==> config.mk <==
export PLATFORM = sky130hd
export DESIGN_NAME = action_ram_arbiter
export DESIGN_NICKNAME = d
export VERILOG_FILES = /design/src/rtl/action_ram_arbiter.sv
export SDC_FILE = /design/constraint.sdc
export NUM_CORES = 1
export LEC_CHECK = 0
export ABC_AREA = 1
export ABC_CLOCK_PERIOD_IN_PS = 3200
export BUFFER_PORTS_ARGS = -buffer_cell sky130_fd_sc_hd__buf_2
export CORE_MARGIN = 2
export CORE_UTILIZATION = 47
export CTS_BUF_LIST = sky130_fd_sc_hd__clkbuf_8
export DETAILED_ROUTE_END_ITERATION = 10
export PLACE_DENSITY = 0.93
export SLEW_MARGIN = 20
export SYNTH_ARGS = -nofsm -noshare
export SYNTH_HDL_FRONTEND = slang
export SYNTH_SLANG_ARGS = --single-unit
==> constraint.sdc <==
create_clock -name clock -period 3.2 [get_ports clock]
set_input_delay 0 -clock clock [delete_from_list [all_inputs] [get_ports clock]]
set_output_delay 0 -clock clock [all_outputs]
set_load 0.01 [all_outputs]
==> src/rtl/action_ram_arbiter.sv <==
// action_ram_arbiter
// Shares one action RAM (Q-value table) between the learning agent (A) and the
// host/loader (B). At most one access is granted per cycle; the granted command
// is registered onto the RAM ports and read data returns two cycles after the
// grant, tagged to the requester that issued it. A requester may hold a bounded
// lock so a read-modify-write sequence is not interleaved with the other side.
//
// Handshake: a requester raises req with we/lock/addr/wdata stable and keeps
// them stable until gnt. A cycle with req & gnt high is an accepted access.
// gnt is combinational from the current requests and the registered lock and
// round-robin state. rvalid is a single-cycle pulse per accepted read; rdata is
// the RAM output and is only meaningful while rvalid is high.

module action_ram_arbiter #(
    parameter int ADDR_W   = 18,
    parameter int DATA_W   = 16,
    parameter int MAX_LOCK = 8
) (
    input  logic              clock,
    input  logic              reset,

    input  logic              a_req,
    input  logic              a_we,
    input  logic              a_lock,
    input  logic [ADDR_W-1:0] a_addr,
    input  logic [DATA_W-1:0] a_wdata,
    output logic              a_gnt,
    output logic              a_rvalid,
    output logic [DATA_W-1:0] a_rdata,

    input  logic              b_req,
    input  logic              b_we,
    input  logic              b_lock,
    input  logic [ADDR_W-1:0] b_addr,
    input  logic [DATA_W-1:0] b_wdata,
    output logic              b_gnt,
    output logic              b_rvalid,
    output logic [DATA_W-1:0] b_rdata,

    output logic              ram_write_enable,
    output logic [ADDR_W-1:0] ram_write_address,
    output logic [ADDR_W-1:0] ram_read_address,
    output logic [DATA_W-1:0] ram_d_in,
    input  logic [DATA_W-1:0] ram_d_out
);

    localparam int CNT_W = $clog2(MAX_LOCK + 1);
    localparam logic [CNT_W-1:0] LOCK_LIMIT = CNT_W'(MAX_LOCK);

    // Lock ownership: nobody, agent A, or host B.
    typedef enum logic [1:0] {
        LOCK_NONE = 2'd0,
        LOCK_A    = 2'd1,
        LOCK_B    = 2'd2
    } lock_t;

    lock_t             lock_state;
    logic [CNT_W-1:0]  lock_cnt;    // contested grants given to the current owner
    logic              last_b;      // 1: B was granted most recently (A wins next tie)

    logic              contested;
    logic              lock_hold;
    logic              accept;
    logic              sel_we;
    logic              sel_lock;
    logic              other_req;
    logic [ADDR_W-1:0] sel_addr;
    logic [DATA_W-1:0] sel_wdata;
    lock_t             grant_side;
    logic [CNT_W-1:0]  cnt_base;
    logic [CNT_W-1:0]  cnt_next;

    // Read return pipeline: stage 1 = address being registered, stage 2 = RAM output valid.
    logic              rd1_valid;
    logic              rd1_b;
    logic              rd2_valid;
    logic              rd2_b;

    assign contested = a_req & b_req;
    assign lock_hold = (lock_state != LOCK_NONE) && (lock_cnt < LOCK_LIMIT);

    // Pick the winner: single requester wins outright, ties go to a live lock owner, else round-robin.
    always_comb begin
        a_gnt = 1'b0;
        b_gnt = 1'b0;
        if (contested) begin
            if (lock_hold) begin
                a_gnt = (lock_state == LOCK_A);
                b_gnt = (lock_state == LOCK_B);
            end else if (last_b) begin
                a_gnt = 1'b1;
            end else begin
                b_gnt = 1'b1;
            end
        end else begin
            a_gnt = a_req;
            b_gnt = b_req;
        end
    end

    assign accept = a_gnt | b_gnt;

    // Route the granted requester's command toward the RAM registers and lock tracking.
    always_comb begin
        sel_we     = a_we;
        sel_lock   = a_lock;
        sel_addr   = a_addr;
        sel_wdata  = a_wdata;
        other_req  = b_req;
        grant_side = LOCK_A;
        if (b_gnt) begin
            sel_we     = b_we;
            sel_lock   = b_lock;
            sel_addr   = b_addr;
            sel_wdata  = b_wdata;
            other_req  = a_req;
            grant_side = LOCK_B;
        end
    end

    // A new owner starts counting from zero; only grants that kept the other side waiting count.
    assign cnt_base = (lock_state == grant_side) ? lock_cnt : '0;
    assign cnt_next = cnt_base + {{(CNT_W-1){1'b0}}, other_req};

    // Lock owner, lock counter and round-robin pointer.
    always_ff @(posedge clock) begin
        if (reset) begin
            lock_state <= LOCK_NONE;
            lock_cnt   <= '0;
            last_b     <= 1'b1;
        end else if (accept) begin
            last_b <= b_gnt;
            if (sel_lock && (cnt_next != LOCK_LIMIT)) begin
                lock_state <= grant_side;
                lock_cnt   <= cnt_next;
            end else begin
                // Released by the owner, or the owner used up its contested budget.
                lock_state <= LOCK_NONE;
                lock_cnt   <= '0;
            end
        end else if (((lock_state == LOCK_A) && !a_req) ||
                     ((lock_state == LOCK_B) && !b_req)) begin
            lock_state <= LOCK_NONE;
            lock_cnt   <= '0;
        end
    end

    // Register the accepted command onto the RAM ports; idle cycles only drop the write strobe.
    always_ff @(posedge clock) begin
        if (reset) begin
            ram_write_enable  <= 1'b0;
            ram_write_address <= '0;
            ram_read_address  <= '0;
            ram_d_in          <= '0;
        end else begin
            ram_write_enable <= accept & sel_we;
            if (accept) begin
                ram_write_address <= sel_addr;
                ram_read_address  <= sel_addr;
                ram_d_in          <= sel_wdata;
            end
        end
    end

    // Track accepted reads so their data is flagged to the issuing side two cycles later.
    always_ff @(posedge clock) begin
        if (reset) begin
            rd1_valid <= 1'b0;
            rd1_b     <= 1'b0;
            rd2_valid <= 1'b0;
            rd2_b     <= 1'b0;
        end else begin
            rd1_valid <= accept & ~sel_we;
            rd1_b     <= b_gnt;
            rd2_valid <= rd1_valid;
            rd2_b     <= rd1_b;
        end
    end

    assign a_rvalid = rd2_valid & ~rd2_b;
    assign b_rvalid = rd2_valid & rd2_b;
    assign a_rdata  = ram_d_out;
    assign b_rdata  = ram_d_out;

endmodule

======== After elaboration in Yosys (flattened, before gate mapping) ========
Cells that the tools add are included.
storage, ports and cells
  input bits .............................. 92
  bits in latches ......................... 0
  word-level logic and storage cells ...... 52
  memories ................................ 0
  memory bits (writable) .................. 0
  bits in read-only memories .............. 0
  output and inout port bits .............. 89
  register bits ........................... 46
operators by class
  multiply operators ...................... 0
  add/sub/neg operators ................... 1
  divide/modulo/power cells ............... 0
  magnitude comparators ................... 1
  reductions and logical operators ........ 9
  shift operators ......................... 0
  bitwise gates (word level) .............. 8
  equality and inequality tests ........... 4
  muxes and demuxes ....................... 19
operators by type and width
  kind                                           count
  two-way mux 18 bit                             1
  two-way mux 16 bit                             1
  two-way mux 4 bit                              4
  two-way mux 1 bit                              9
  two-way mux 2 bit                              4
  bitwise AND 1 bit                              5
  adder 4 x 1 -> 4 bit                           1
  logical AND 1 bit                              4
  < comparator 4 bit, second input constant      1
  inequality test 4 bit, second input constant   1
  nonzero test 2 bit                             2
  == test 2 x 1 -> 1 bit, second input constant  1
  == test 2 bit                                  1
  == test 2 bit, second input constant           1
  logical NOT 1 bit                              2
  inverter 1 bit                                 2
  logical OR 1 bit                               1
  OR 1 bit                                       1

======== Logic depth before layout (Yosys ltp) ========
Gate-level depths: netlist (run 1).
  depth after elaboration ................. 12
  gate-level depth with buffers ........... 19
  depth with buffers taken out ............ 18

======== Worst setup path before layout (run 1) ========
Ideal clock, no wire load.
  kind .................................... register to register
  from .................................... register lock_cnt[3]
  to ...................................... register lock_state[0]
  setup time .............................. 0.137 ns
  slack ................................... 1.010 ns
  cell stages (with the launch flop) ...... 18
  clock period less this slack ............ 2.190 ns
  arrival time ............................ 2.053 ns
  cell sequence ........................... dfxtp_1 inv_2 nand2_1 nand2_1 nand2_1 nand2_2 nand2_4 buf_6 nand2_4 nand2_1 nor2_1 ha_1 ha_1 or2_2 nor2_1 nand3_2 nand3_1 a21oi_1
between the ends
  word-level cells in the longest chain between the ends .. 12
  elaborated cells between the ends (all ways) .. 18
  classes of those cells .................. add/sub: 1; order compare: 1; eq/ne: 2; mux: 10; bitwise: 1; reduce/logical: 3
ends and longest elaborated chain
  item                    RTL line  source
  from (decl)             58        logic [CNT_W-1:0] lock_cnt;
  from (signal assigned)  135       lock_cnt <= cnt_next;
  < comparator 4 bit      80        assign lock_hold = (lock_state != LOCK_NONE) && (lock_cnt < LOCK_LIMIT);
  logical AND 1 bit       80
  two-way mux 1 bit       87        if (lock_hold) begin
  two-way mux 1 bit       86        if (contested) begin
  two-way mux 2 bit       111       if (b_gnt) begin
  == test 2 bit           122       assign cnt_base = (lock_state == grant_side) ? lock_cnt : '0;
  two-way mux 4 bit       122
  adder 4 x 1 -> 4 bit    123       assign cnt_next = cnt_base + {{(CNT_W-1){1'b0}}, other_req};
  inequality test 4 bit   133       if (sel_lock && (cnt_next != LOCK_LIMIT)) begin
  logical AND 1 bit       133
  two-way mux 2 bit       133
  two-way mux 2 bit       131       end else if (accept) begin
  to (signal assigned)    134       lock_state <= grant_side;
  to (decl)               57        lock_t lock_state;
Parallel ways exist; a longest one is shown, timed or not.
A chain may end at the register's enable or synchronous reset.

======== Worst setup path after layout (run 1) ========
  from .................................... register lock_cnt[3]
  to ...................................... register ram_d_in[11]
between the ends
  word-level cells in the longest chain between the ends .. 5
  elaborated cells between the ends (all ways) .. 8
  classes of those cells .................. order compare: 1; mux: 5; bitwise: 1; reduce/logical: 1
ends and longest elaborated chain
  item                                            RTL line  source
  < comparator 4 bit (*)                          80
  logical AND 1 bit (*)                           80
  two-way mux 1 bit                               87
  two-way mux 1 bit                               86
  two-way mux 16 bit or OR 1 bit (tied branches)  111, 101
  to (signal assigned)                            160       ram_d_in <= sel_wdata;
  to (decl)                                       43        output logic [DATA_W-1:0] ram_d_in,
Mark *: on every way between the ends. The rest lies on a longest branch, timed or not.

==> metrics, run 1 <==
power per cell area 438 nW/um2; CP Max Fanout 40; DRC errors left 0; Leakage 1.74 nW; Post-Synth Adder-Cell Area 0.00910; register area share after synthesis 0.335; top post-synthesis cells by area dfxtp_1 34%, a311oi_2 16%, buf_4 15%, nand2_1 11%, nor2_1 5.9%; Layout Skew 0.00392 ns; Synth Area in Simple Gates 0.246; ANT nets after route 0; Via Count 2592; WL per Instance 14.2 um; crit end category flip-flop; type of origin of the critical path flip-flop; Final setup viols 0; GRT Overall Usage 0.218; htree depth 2; Die ar. 6480 um2; global-route wire length before repair 10.9 mm; Slew headroom 0.566; final hold slack -0.00340 ns; DRT Wirelength 7.38 mm; Die X 80.5 um; Initial DRT Pass Iterations 4; Synth cell types 26; worst hold start a_addr[4]; Floorplan Core Area 5570 um2; synthesized area per cell 8.21 um2; DP HPWL 4.95 mm; layout cells sized above 1 0.436; initial antenna violation count 0; CP Data Arrival Time 3.10 ns; dpl ws 0.803 ns; Max VDD drop 0.239 mV; mapped cell area 2750 um2; Worst Tran Pin Value 0.649 ns; mux contribution to synthesized area 0; HP Class in2reg; # fillers 467; vias in the first global route 2449; largest family of logic cells by synthesized area simple AND/OR/NAND/NOR gates; critical path startpoint lock_cnt[3]; FP Rows 27; Post-DP Area 3010 um2; cell count after synthesis 335; Worst-path clk slew 0.09 ns; post-synth top area share 0.335; RSZ-0062 raised after global routing no; crit-path cells inv_2, nand2_1, nand2_1, nand2_1, nand2_2, nand2_4, buf_4, nand2_2, buf_12, nor2_1, a311oi_2, dlygate4sd3_1; violated checks negative hold slack; Critical Path RT 3.38 ns; 1st-iter DRT viols 65; Ports 181; Fin. Hold Viols 1; Placer Congestion 0.788; crit share post-route 0.914; cell with the most instances after synthesis nand2_1; status finished, violations left; Syn Nets 429; Clock Sinks 46; startpoint of the worst-slack reg-to-reg timing path lock_cnt[3]; crit path setup slack, layout 0.277 ns; WS Path Type reg2reg; top post-synthesis cells by count 79 x nand2_1, 56 x buf_4, 46 x dfxtp_1; Syn-to-layout area delta 27.7%; min Tclk post-route 2.92 ns; TritonCTS Buffers 5; CTS tree yes; largest net degree at the start of global routing 41; setup_tns 0 ns; CP max stage delay 0.59 ns; most used cell, CP nand2_1; final std cell area, no fill 3510 um2; Final Max Tran Viols 0; #FFs+latches synth 46; Synth Warn # 0; Root Driver clkbuf_8; Post-synth top flop dfxtp_1; number of buffers inserted by port buffering 132; Final #Nets 540; EDFF count, synth 0; XOR/XNOR Fraction of Synth Area 0.00319; GRT Residual Overflow 0; vias per inst 4.98; compound-cell area share of the yosys netlist 0.190; post-CTS resize count 0; family with the most delay on the worst path buffers and inverters; die height 80.5 um; Initial Utilization 0.493; Max Clock Freq 342 MHz; worst-skew pair later-pin latency 0.29 ns; cell taking the most area after synthesis dfxtp_1; max_cap viols 0; Worst Path Buf+Inv 4; Async SR Flop Fraction 0; crit path max-delay cell type dlygate4sd3_1; worst-case clock buffer depth 2
==> flip-flops by register name (all words and copies together), names as in the netlist <==
| signal | cells |
|---|---|
| lock_cnt | 4 |
| rd2_valid | 1 |
| last_b | 1 |
| ram_write_enable | 1 |
| rd2_b | 1 |
| rd1_b | 1 |
| rd1_valid | 1 |
| ram_d_in | 16 |
| lock_state | 2 |
| ram_read_address | 18 |
==> cell usage in the layout (no fill, tap or decap), types with 4 or more instances in the layout <==
| cell | synthesis | routed |
|---|---|---|
| a311oi_2 | 30 | 30 |
| a21oi_1 | 4 | 4 |
| nor2_1 | 43 | 43 |
| clkbuf_8 | 0 | 5 |
| dfxtp_1 | 46 | 46 |
| nand3_1 | 15 | 15 |
| nand2_2 | 11 | 11 |
| dlygate4sd3_1 | 0 | 39 |
| buf_2 | 2 | 132 |
| inv_2 | 4 | 4 |
| nand2_1 | 79 | 79 |
| inv_1 | 14 | 15 |
==> metrics by stage <==
stage / hold slack [ns] / total power (W) / cells / utilization
6_report: -0.00340 / 0.00154 / 520 / 0.630
5_1_grt: 0.0000220 / 0.00162 / 519 / 0.629
4_1_cts: 0.0000650 / 0.00154 / 518 / 0.627
2_1_floorplan: 0.0918 / 0.00100 / 335 / -
3_3_place_gp: 0.000106 / 0.00106 / 472 / 0.539
3_5_place_dp: 0.000106 / 0.00107 / 472 / 0.539
==> report_power, final <==
| part | switching, W | total [W] | internal [W] |
|---|---|---|---|
| logic | 0.000245 | 0.000452 | 0.000207 |
| clock network | 0.000195 | 0.000425 | 0.000230 |
| registers | 0.0000332 | 0.000660 | 0.000626 |
==> final cells by class <==
cell class	count	area [um2]	share of cell area
Sequential cell	46	921	0.262
Multi-Input combinational cell	201	1230	0.351
Tap cell	72	90.1	0.0257
Inverter	18	67.6	0.0193
Timing Repair Buffer	174	1090	0.309
Antenna cell	1	2.50	0.000713
Clock buffer	5	68.8	0.0196
Clock inverter	3	41.3	0.0118
==> kinds of logic after synthesis <==
kind of cell    Yosys count
simple gates            157
buf+inv                  88
fa+ha+maj                 2
xor+xnor                  1
flops                    46
compound gates           41
==> final timing paths <==
path	to	slack (ns)	cells past startpoint
worst min register to register	rd2_valid	0.41	2
worst max register to register	ram_d_in[11]	0.28	12
worst max-delay path	ram_d_in[11]	0.28	12
worst min-delay path	ram_read_address[4]	-0.003	3
==> tightest hold or removal path: cells and delay by family <==
family	cells	cell delay, ns
compound gates	2	0.18
buf+inv	1	0.07
==> repair_timing <==
item / CTS / global route
hold buffers: 38 / 1
endpoints found under the hold margin: 25 / 1
buffers inserted: 0 / 0
==> routing by layer <==
layer | up-vias | global-route usage | share of wire
met2 | 127 | 0.408 | 0.52
met4 | 0 | 0.107 | 0.028
met5 | - | 0 | 0
li1 | 1271 | - | -
met1 | 1167 | 0.226 | 0.37
met3 | 27 | 0.0494 | 0.078
Note: power is estimated with default switching activity, not from simulation.
==> run 2: changes to the inputs <==
--- a/config.mk
+++ b/config.mk
@@ -6,13 +6,14 @@
 export NUM_CORES = 1
 export LEC_CHECK = 0
 export ABC_AREA = 1
-export ABC_CLOCK_PERIOD_IN_PS = 3200
+export ABC_CLOCK_PERIOD_IN_PS = 3000
 export BUFFER_PORTS_ARGS = -buffer_cell sky130_fd_sc_hd__buf_2
+export CAP_MARGIN = 30
 export CORE_MARGIN = 2
-export CORE_UTILIZATION = 47
+export CORE_UTILIZATION = 44
 export CTS_BUF_LIST = sky130_fd_sc_hd__clkbuf_8
 export DETAILED_ROUTE_END_ITERATION = 10
-export PLACE_DENSITY = 0.93
+export PLACE_DENSITY = 0.88
 export SLEW_MARGIN = 20
 export SYNTH_ARGS = -nofsm -noshare
 export SYNTH_HDL_FRONTEND = slang
==> constraint.sdc (replaced) <==
create_clock -name clock -period 3 [get_ports clock]
set_input_delay 0 -clock clock [delete_from_list [all_inputs] [get_ports clock]]
set_output_delay 0 -clock clock [all_outputs]
set_load 0.01 [all_outputs]
==> run 2 against run 1 <==
The run now ends clean; clock skew increased by 0.0020 ns; first-iteration DRC count increased by 57%; sequential share of layout area decreased by 1.6 points; register-to-register slack about the same; clock-buffer cell count increased by 3; sequential cell count unchanged; cell count increased by 4.6%; core utilization decreased by 0.64 points; worst setup slack improved by 0.0091 ns; critical path type unchanged; highest routed layer unchanged.
==> metrics, run 2 (synthesis gave the netlist of run 1 again) <==
WL per Instance 14.0 um (-1.4%); number of buffers inserted by port buffering 132 (unchanged); WS Path Type reg2reg; Worst-path clk slew 0.09 ns (about the same); Initial Utilization 0.459 (-0.0343); die height 83.0 um (+3.2%); Placed Instances 476 (+0.85%); crit-path cells inv_2, nand2_1, nand2_1, nand2_1, nand2_2, nand2_4, buf_4, nand2_4, buf_4, nor2_1, a311oi_2, dlygate4sd3_1; layout cells sized above 1 0.420 (-0.0162); Hold Path End a_rdata[14]; Fin. Hold Viols 0 (-1); CP Data Arrival Time 2.90 ns (-0.20 ns); Critical Path RT 3.19 ns (-0.19 ns); n_diodes 0 (-1); htree depth 2 (unchanged); DP HPWL 4.77 mm (-3.7%); biggest regs ram_read_address: 18 flops, ram_d_in: 16 flops, lock_cnt: 4 flops; Final setup viols 0 (unchanged); CP Max Fanout 38 (-5.0%); fin cells 544 (+4.6%); FP Rows 28 (+3.7%); vias in the first global route 2684 (+9.6%); CP max stage delay 0.59 ns (about the same); worst-case clock buffer depth 2 (unchanged); max_cap viols 0 (unchanged); hold path depth 0 (-3); commonest non-fill, non-tap cell in the layout buf_2; global-route wire length before repair 12.5 mm (+14%); GRT Residual Overflow 0 (unchanged); initial antenna violation count 0 (unchanged); setup_tns 0 ns (unchanged); Root Driver clkbuf_8; largest net degree at the start of global routing 39 (-4.9%); min Tclk post-route 2.71 ns (-0.209 ns); crit path max-delay cell type dlygate4sd3_1; RSZ-0062 raised after global routing no; Worst Path Buf+Inv 4 (unchanged); crit end category flip-flop; worst-skew pair later-pin latency 0.30 ns (about the same); Leakage 1.85 nW (+6.2%); Die X 83.0 um (+3.2%); DRC errors left 0 (unchanged); r2r setup slk 0.29 ns (about the same); Via Count 2674 (+3.2%); DRT Wirelength 7.61 mm (+3.1%); Placer Congestion 0.807 (+2.4%); Worst R2R Path Depth 12 (unchanged); Layout Skew 0.00589 ns (+0.00197 ns); end of the worst register-to-register path ram_read_address[11]; Die ar. 6900 um2 (+6.5%); Worst path depth 12 (unchanged); family with the most delay on the worst path buffers and inverters; Max VDD drop 0.243 mV (+1.6%); Most flops, register ram_read_address; status completed; Final Max Tran Viols 0 (unchanged); vias per inst 4.92 (-1.4%); CTS tree yes; startpoint of the worst-slack reg-to-reg timing path lock_cnt[3]; crit share post-route 0.905 (-0.00878); setup bufs post-CTS 0 (unchanged); Slew headroom 0.559 (-0.00631); commonest cells after routing, fill and taps aside 132 x buf_2, 79 x nand2_1, 60 x dlygate4sd3_1; Max Clock Freq 368 MHz (+7.7%); ANT nets after route 0 (unchanged); Syn-to-layout area delta 35.8%; Clock Sinks 46 (unchanged); type of origin of the critical path flip-flop; TritonCTS Buffers 5 (unchanged); Ports 181 (unchanged); number of flip-flops in the largest register 18 (unchanged); 1st-iter DRT viols 102 (+57%); worst hold start ram_d_out[14]; HP Class in2out; Floorplan Core Area 5990 um2 (+7.5%); Final #Nets 562 (+4.1%); Initial DRT Pass Iterations 4 (unchanged); most used cell, CP nand2_1; Worst Tran Pin Value 0.660 ns (+0.0108 ns); GRT Overall Usage 0.218 (-0.000262); power per cell area 447 nW/um2 (+2.2%)
## run 2: cell count changes in the layout (fill, tap and decap cells not counted)
cell,previous run,this run
buf_4,2,3
clkbuf_8,5,8
nand2_2,11,10
diode_2,1,0
dlygate4sd3_1,39,60
inv_1,15,14
clkinvlp_4,1,0
nand2_4,2,3
bufinv_16,1,0
## run 2: per-layer routing
layer | part of all wire | track usage
met1 | 0.38 | 0.237
met2 | 0.53 | 0.403
met3 | 0.063 | 0.0457
met4 | 0.024 | 0.0969
met5 | 0 | 0
## run 2: power by group
group          internal [W]  total (W)  switching (W)  leakage, nW
sequential         0.000668   0.000704      0.0000363        0.381
clock              0.000233   0.000448       0.000215       0.0575
combinational      0.000249   0.000518       0.000269         1.41
total               0.00115    0.00167       0.000520         1.85
## run 2: layout make-up
cell class,instances,area [um2]
fillers,512,2260
repair buffers,196,1300
multi-input cells,201,1240
flip-flops and latches,46,921
clock buffers,8,110
well taps,75,93.8
inverters,18,67.6
## run 2: worst max path at each step
stage | endpoint | start | slack (ns)
2_1_floorplan | lock_state[0] | lock_cnt[3] | 0.81
3_3_place_gp | ram_read_address[8] | lock_cnt[3] | 0.78
3_5_place_dp | ram_read_address[9] | lock_cnt[3] | 0.70
4_1_cts | ram_read_address[9] | lock_cnt[3] | 0.11
5_1_grt | ram_read_address[11] | lock_cnt[3] | 0.09
6_report | ram_read_address[11] | lock_cnt[3] | 0.29
## run 2: per-stage QoR
stage | setup WS [ns] | power, W | hold slack, ns | util | area, um2
after floorplan | 0.810 | 0.00107 | 0.0918 | - | 2750
after global placement | 0.779 | 0.00113 | 0.000101 | 0.504 | 3020
after detailed placement | 0.704 | 0.00114 | 0.000101 | 0.504 | 3020
after CTS | 0.109 | 0.00167 | 0.000101 | 0.621 | 3720
after global routing | 0.0910 | 0.00176 | 0.0000229 | 0.623 | 3730
final | 0.286 | 0.00167 | 0.00000571 | 0.623 | 3730
## run 2: worst register-to-register path, stage by stage (launching register included)
cell           delay [ns]
dfxtp_1              0.42
inv_2                0.07
nand2_1              0.06
nand2_1              0.05
nand2_1              0.07
nand2_2              0.07
nand2_4              0.07
buf_4                0.42
nand2_4              0.30
buf_4                0.30
nor2_1               0.14
a311oi_2             0.05
dlygate4sd3_1        0.59
## run 2: timing repair
action / in CTS / in global routing
resized for setup: 0 / 1
endpoints found under the setup margin: 0 / 14
hold endpoints to repair: 36 / 1
hold buffers: 59 / 1
